**config.mk**
```make
export PLATFORM = sky130hd
export DESIGN_NAME = uart_tx_module
export DESIGN_NICKNAME = d
export VERILOG_FILES = /design/src/rtl/uart_tx_module.sv
export SDC_FILE = /design/constraint.sdc
export NUM_CORES = 1
export LEC_CHECK = 0
export BUFFER_PORTS_ARGS = -buffer_cell sky130_fd_sc_hd__buf_2
export CAP_MARGIN = 20
export CELL_PAD_IN_SITES_DETAIL_PLACEMENT = 1
export CELL_PAD_IN_SITES_GLOBAL_PLACEMENT = 2
export CORE_AREA = 2 2 139 87
export DETAILED_ROUTE_END_ITERATION = 16
export DIE_AREA = 0 0 141 89
export PLACE_DENSITY = 0.8
export SYNTH_ARGS = -nofsm -noshare
export SYNTH_HDL_FRONTEND = slang
export SYNTH_SLANG_ARGS = --single-unit
```
**constraint.sdc**
```tcl
create_clock -name clk -period 3.8 [get_ports clk]
set_input_delay 0.76 -clock clk [delete_from_list [all_inputs] [get_ports clk]]
set_output_delay 0.76 -clock clk [all_outputs]
set_load 0.03 [all_outputs]
```
**src/rtl/uart_tx_module.sv**
```systemverilog
// 8N1 UART transmitter, LSB first, fed by a circular byte FIFO that accepts up to
// N bytes per cycle. data[0] of a push is transmitted first.
module uart_tx_module #(
  parameter int clk_freq = 50_000_000,
  parameter int boadrate = 115200,
  parameter int DEPTH    = 4,
  parameter int N        = 4
) (
  input  logic                     clk,
  input  logic                     arstn,
  input  logic [N-1:0][7:0]        data,
  input  logic [$clog2(N+1)-1:0]   push,
  output logic [$clog2(N+1)-1:0]   can_push,
  output logic                     tx,
  output logic                     busy
);

  localparam int DIV = (clk_freq + boadrate / 2) / boadrate;
  localparam int TW  = (DIV > 1) ? $clog2(DIV) : 1;
  localparam int PW  = (DEPTH > 1) ? $clog2(DEPTH) : 1;
  localparam int CW  = $clog2(DEPTH + 1);
  localparam int SW  = $clog2(N + 1);

  typedef enum logic [1:0] {IDLE, START, DATA, STOP} state_t;

  logic [1:0]    rst_sync;
  logic          run_en;
  logic [7:0]    mem [DEPTH];
  logic [PW-1:0] wr_ptr;
  logic [PW-1:0] rd_ptr;
  logic [CW-1:0] count;
  int            free_slots;
  logic [SW-1:0] accepted;
  logic          pop;
  logic [7:0]    head;

  state_t        state;
  logic [TW-1:0] timer;
  logic [2:0]    bit_idx;
  logic [7:0]    shift;
  logic          bit_end;

  // Pointer advance modulo DEPTH; operands never exceed 2*DEPTH-1.
  function automatic logic [PW-1:0] ptr_add(input logic [PW-1:0] ptr, input int step);
    int sum;
    sum = int'(ptr) + step;
    if (sum >= DEPTH) sum = sum - DEPTH;
    return PW'(sum);
  endfunction

  // NOTE: reset asserts asynchronously but releases through two flops so the FSM
  // never starts a frame off a metastable deassertion.
  always_ff @(posedge clk or negedge arstn) begin
    if (!arstn) rst_sync <= 2'b00;
    else        rst_sync <= {rst_sync[0], 1'b1};
  end
  assign run_en = rst_sync[1];

  // NOTE: every output of an always_comb gets a value on every path, or a latch appears.
  always_comb begin
    free_slots = DEPTH - int'(count);
    if (free_slots > N) can_push = SW'(N);
    else                can_push = SW'(free_slots);
  end

  assign accepted = (push < can_push) ? push : can_push;
  assign head     = mem[rd_ptr];
  assign bit_end  = (timer == TW'(DIV - 1));
  assign pop      = (count != '0) &&
                    (((state == IDLE) && run_en) || ((state == STOP) && bit_end));
  assign busy     = (state != IDLE) || (count != '0);

  // NOTE: the storage array carries no reset; occupancy and pointers define validity.
  always_ff @(posedge clk) begin
    for (int i = 0; i < N; i++) begin
      if (i < int'(accepted)) mem[ptr_add(wr_ptr, i)] <= data[i];
    end
  end

  always_ff @(posedge clk or negedge arstn) begin
    if (!arstn) begin
      wr_ptr <= '0;
      rd_ptr <= '0;
      count  <= '0;
    end else begin
      wr_ptr <= ptr_add(wr_ptr, int'(accepted));
      if (pop) rd_ptr <= ptr_add(rd_ptr, 1);
      count <= count + CW'(accepted) - CW'(pop);
    end
  end

  always_ff @(posedge clk or negedge arstn) begin
    if (!arstn) begin
      state   <= IDLE;
      timer   <= '0;
      bit_idx <= '0;
      shift   <= '0;
      tx      <= 1'b1;
    end else begin
      case (state)
        IDLE: begin
          tx <= 1'b1;
          if (pop) begin
            shift <= head;
            timer <= '0;
            tx    <= 1'b0;
            state <= START;
          end
        end
        START: begin
          if (bit_end) begin
            timer   <= '0;
            bit_idx <= '0;
            tx      <= shift[0];
            state   <= DATA;
          end else begin
            timer <= timer + TW'(1);
          end
        end
        DATA: begin
          if (bit_end) begin
            timer <= '0;
            if (bit_idx == 3'd7) begin
              tx    <= 1'b1;
              state <= STOP;
            end else begin
              shift   <= shift >> 1;
              tx      <= shift[1];
              bit_idx <= bit_idx + 3'd1;
            end
          end else begin
            timer <= timer + TW'(1);
          end
        end
        STOP: begin
          if (bit_end) begin
            timer <= '0;
            // Chain straight into the next start bit so queued bytes leave gap-free.
            if (pop) begin
              shift <= head;
              tx    <= 1'b0;
              state <= START;
            end else begin
              tx    <= 1'b1;
              state <= IDLE;
            end
          end else begin
            timer <= timer + TW'(1);
          end
        end
        default: begin
          tx    <= 1'b1;
          state <= IDLE;
        end
      endcase
    end
  end

endmodule
```
After elaboration in Yosys (flattened, before gate mapping)
Memories as Yosys holds them, arrays and structs flattened.
Cells that the tools add are included.

storage, ports and cells
  bits in registers = 32
  bits in writable memories = 32
  memories = 1

memories
  memory  depth  bits a word  read ports  clocked after Yosys merged registers in  wr ports  RTL line  source
  mem     4      8            1           0                                        4         28        logic [7:0] mem [DEPTH];

cells by class
  $add $sub $neg = 16
  magnitude comparators = 12
  eq/ne operators = 11
  mux-type cells = 45
  reductions and logical operators = 15

operators by type and width
  cell                                                                                  count
  8-bit 2-to-1 mux                                                                      4
  2-bit 2-to-1 mux                                                                      15
  8-bit case mux with 3 select lines                                                    1
  9-bit 2-to-1 mux                                                                      2
  9-bit case mux with 2 select lines                                                    1
  3-bit 2-to-1 mux                                                                      5
  1-bit 2-to-1 mux                                                                      14
  3-bit greater-or-equal comparator (second input constant)                             4
  2-bit inequality test (second input constant)                                         6
  2-bit by 1-bit subtractor with 2-bit output (second input constant)                   6
  9-bit by 1-bit adder with 9-bit output (second input constant)                        1
  9-bit == test (second input constant)                                                 1
  2-bit case mux with 4 select lines                                                    1
  4-bit AND reduction                                                                   2
  2-bit by 1-bit adder with 3-bit output (second input constant)                        2
  2-bit by 2-bit adder with 3-bit output (second input constant)                        2
  1-bit by 3-bit less-than comparator with 1-bit output (first input constant)          2
  2-bit by 3-bit less-than comparator with 1-bit output (first input constant)          2
  3-bit case mux with 2 select lines                                                    1
  3-bit nonzero test                                                                    2
  5-bit AND reduction                                                                   1
  2-bit by 3-bit adder with 4-bit output                                                1
  2-bit == test (second input constant)                                                 2
  4-bit by 3-bit greater-or-equal comparator with 1-bit output (second input constant)  1
  other kinds (16)                                                                      20

Depth between registers and ports, before layout
  word-level depth = 8
  gate-level depth with buffers = 14

Least setup slack after synthesis
Ideal clock, no wire load.

  kind = register to register
  start = reg count[0]
  end = mem mem[1][0] (enable)
  setup time = 0.388 ns
  data arrival time = 3.147 ns
  slack = 0.265 ns
  cell stages (with the launch flop) = 12
  cell sequence = dfrtp_1 -> inv_1 -> ha_1 -> ha_1 -> inv_1 -> ha_1 -> o21ba_2 -> o22a_1 -> buf_6 -> o21a_1 -> o2bb2ai_1 -> a221oi_1

RTL lines
  what                    RTL line  source
  from (decl)             31        logic [CW-1:0] count;
  from (signal assigned)  88        count <= count + CW'(accepted) - CW'(pop);
  to (decl)               28

Worst setup path in the final report
  start = reg count[0]
  end = reg count[2]

between the ends
  word-level cells in the longest chain between the ends = 7

ends and longest elaborated chain
  what                                           RTL line  source
  3-bit by 3-bit subtractor with 4-bit output    61        free_slots = DEPTH - int'(count);
  4-bit greater-than comparator                  62        if (free_slots > N) can_push = SW'(N);
  3-bit 2-to-1 mux                               62
  3-bit less-than comparator                     66        assign accepted = (push < can_push) ? push : can_push;
  3-bit 2-to-1 mux                               66
  3-bit adder                                    88
  3-bit by 1-bit subtractor with 3-bit output *  88

Every way passes the cells marked *; elsewhere a longest branch is shown, timed or not.
A chain may end at the register's enable or synchronous reset.

==> results.cfg <==
[synth]
synth_seq_cells = 64
syn-num-nets = 463
synth_area_sq_mm = 0.004288
synth_top_family_by_area = compound AO/OA/AOI/OAI gates
netlist-cell-type-count = 59
ys_async_sr_fraction = 0.5000
synth_area_leaders = edfxtp_1, dfrtp_1, ha_1, mux2i_1, mux2_2
synth_xor_area_frac = 0.01634
synth-simple-area-share = 0.09484
synth-adder-area-share = 0.06303
synth_seq_area_share = 0.4111
synthFlopType = edfxtp_1
yosys.area.top_type_share = 0.2241
ys_warn_count = 0
synth-compound-area-share = 0.2218
synth.avg_cell_area_sq_um = 10.59
synth_edf_count = 32
postSynthCellCount = 405
muxShareOfSynthArea = 0.1456
synth_top_area_cell = edfxtp_1

[power_and_ir_drop]
power.switching_mw = 2.666
vdd_drop_max_uv = 455.6
power_mw = 5.842
switching_share = 0.4563
seqPwrFrac = 0.263
pwr_density_cell_mw_per_mm2 = 1171
leakage_nw = 2.160
power_frac_comb = 0.583
p_int_mw = 3.177
clockPowerShare = 0.153

[finish]
fin_nets = 508
final_common_cell = buf_2
layout_common_cells = buf_2, nand2_1, edfxtp_1
antenna_cells = 0
fin_util = 0.4475
drive_gt1_frac = 0.2352
syn_to_final_growth_pct = 16.34

[worst_setup_path]
cp.arrival_ps = 3640
reg2reg_to = count[2]
rr_worst_depth = 14
r2r_slack_ps = 360
cp_max_fo = 5
cp-end-kind = flip-flop
crit_required_ps = 4010
cp-start-kind = flip-flop
critical_path_class = flip-flop to flip-flop
worstReg2RegStart = count[0]

[sta]
finalHoldViolations = 0
finClkSkew_ps = 6.330
period_share = 0.9041
setup_tns_ps = 0
setup_violations = 0
tightest_slew_ps = 916.7
max_freq_ghz = 0.2911
max_slew_margin = 0.3860
period_minus_slack_ps = 3435
drv_slew = 0
rsz0062_at_grt = no

[die]
pin_count = 42
num_rows = 30
die_area_sq_mm = 0.01255
die_w_microns = 141
start_util = 0.3846
die_h_microns = 89
design.core.area_sq_mm = 0.01115

[clock_network]
cts_made_buffers = 9
clkTransAtPathRegs_ps = 50
cts_setup_buffers = 0
ctsResizeCount = 0
ctsHtreeMaxLevel = 3
ctsHoldBuffers = 0
numClockSinks = 64
clockBufferDepth = 2
cts_tree = built
clockRootBuffer = clkbuf_16
clkLatencyLatePin_ps = 330

[worst_hold_path]
hold_depth = 0
min_from = rst_sync[0]
hold_class = flip-flop to flip-flop
hold_end = rst_sync[1]

[routing]
num_vias = 3537
routed_wl_microns = 13360
drtPass1Iterations = 5
post-route-drc-count = 0
post_drt_wl_per_cell_microns = 22.30
vias_per_cell = 5.905
first_iter_violations = 296
final_antenna_net_count = 0

[placement]
numPortBuffers = 41
hpwlAfterDp_microns = 9978
gp_congestion = 0.8097

[status]
status = finished, final reports clean

[global_route]
antenna_found_initial = 0
grt_pass1_wl_microns = 21420
grt_max_degree = 33
grt-ovfl-total = 0
grt_pass1_vias = 3722
grt_usage = 0.2267

[job]
maxCapViolCount = 0
[how the worst max path moves through the flow]
stage	startpoint	to	slack, ps
global placement	count[0]	count[2]	530
floorplan	count[0]	mem[1][0]	270
global route	count[0]	count[2]	170
detailed placement	count[0]	count[2]	370
CTS	count[0]	count[2]	370
finish	count[0]	count[2]	360
[kinds of logic (layout without fill, tap and decap cells)]
family,after synthesis,in the layout
AOI/OAI and AO/OA,124,124
and+or+nand+nor,90,90
DFF,64,64
muxes,50,50
buffers and inverters,47,97
adders and majority gates,21,21
xor gates and xnor gates,8,8
other,1,1
[Yosys cell counts (13+ instances only)]
| cell | count |
|---|---|
| inv_1 | 28 |
| mux2_2 | 16 |
| nand2_1 | 34 |
| ha_1 | 20 |
| o21ai_0 | 17 |
| dfrtp_1 | 31 |
| edfxtp_1 | 32 |
| o32ai_1 | 16 |
| nor2_1 | 26 |
| a31oi_1 | 19 |
| nand3_1 | 13 |
| mux2i_1 | 25 |
[worst max-delay path: stages, from the launching register on]
cell and delay (ps):
dfrtp_1 420, inv_1 70, ha_1 260, ha_1 330, inv_1 60, ha_1 290, o21ba_2 190, o21ai_1 310
nand2_1 180, ha_1 310, inv_1 40, ha_1 190, fa_1 380, xor2_1 180, xnor2_1 120
[registers in the layout, summed over array words and instances (netlist names)]
signal	cells
mem	32
state	2
count	3
rst_sync	2
wr_ptr	2
timer	9
rd_ptr	2
bit_idx	3
tx	1
shift	8
[through the flow]
| stage | hold slack (ps) | setup slack [ps] | std cells | instance area (sq um) |
|---|---|---|---|---|
| after floorplan | 331.2 | 265.0 | 405 | 4288 |
| after global placement | 335.0 | 528.9 | 583 | 4666 |
| after detailed placement | 346.9 | 372.8 | 583 | 4666 |
| after CTS | 358.7 | 374.8 | 599 | 4989 |
| after global routing | 372.1 | 168.3 | 599 | 4989 |
| final | 358.4 | 364.6 | 599 | 4989 |
[power by group through the flow]
stage	Sequential (mW)	Clock (mW)	Combinational [mW]
6_report	1.54	0.895	3.41
5_1_grt	1.58	0.930	3.73
4_1_cts	1.54	0.909	3.38
3_5_place_dp	1.55	0	3.36
3_3_place_gp	1.51	0	3.25
2_1_floorplan	1.40	0	2.42
[per-layer routing]
layer	share of wire	vias up	GRT usage
li1	-	1636	-
met4	0.0076	0	0.05273
met5	0	-	0
met1	0.49	1762	0.3309
met3	0.074	7	0.04981
met2	0.42	132	0.3468
[area by class of cell]
class | instances | area, sq um
clock inverter | 5 | 80.08
timing repair buffer | 52 | 287.8
sequential | 64 | 1763
inverter | 29 | 108.9
clock buffer | 11 | 242.7
tap | 144 | 180.2
fill | 1234 | 6160
multi-input combinational | 294 | 2326
(Power assumes the default switching activity.)
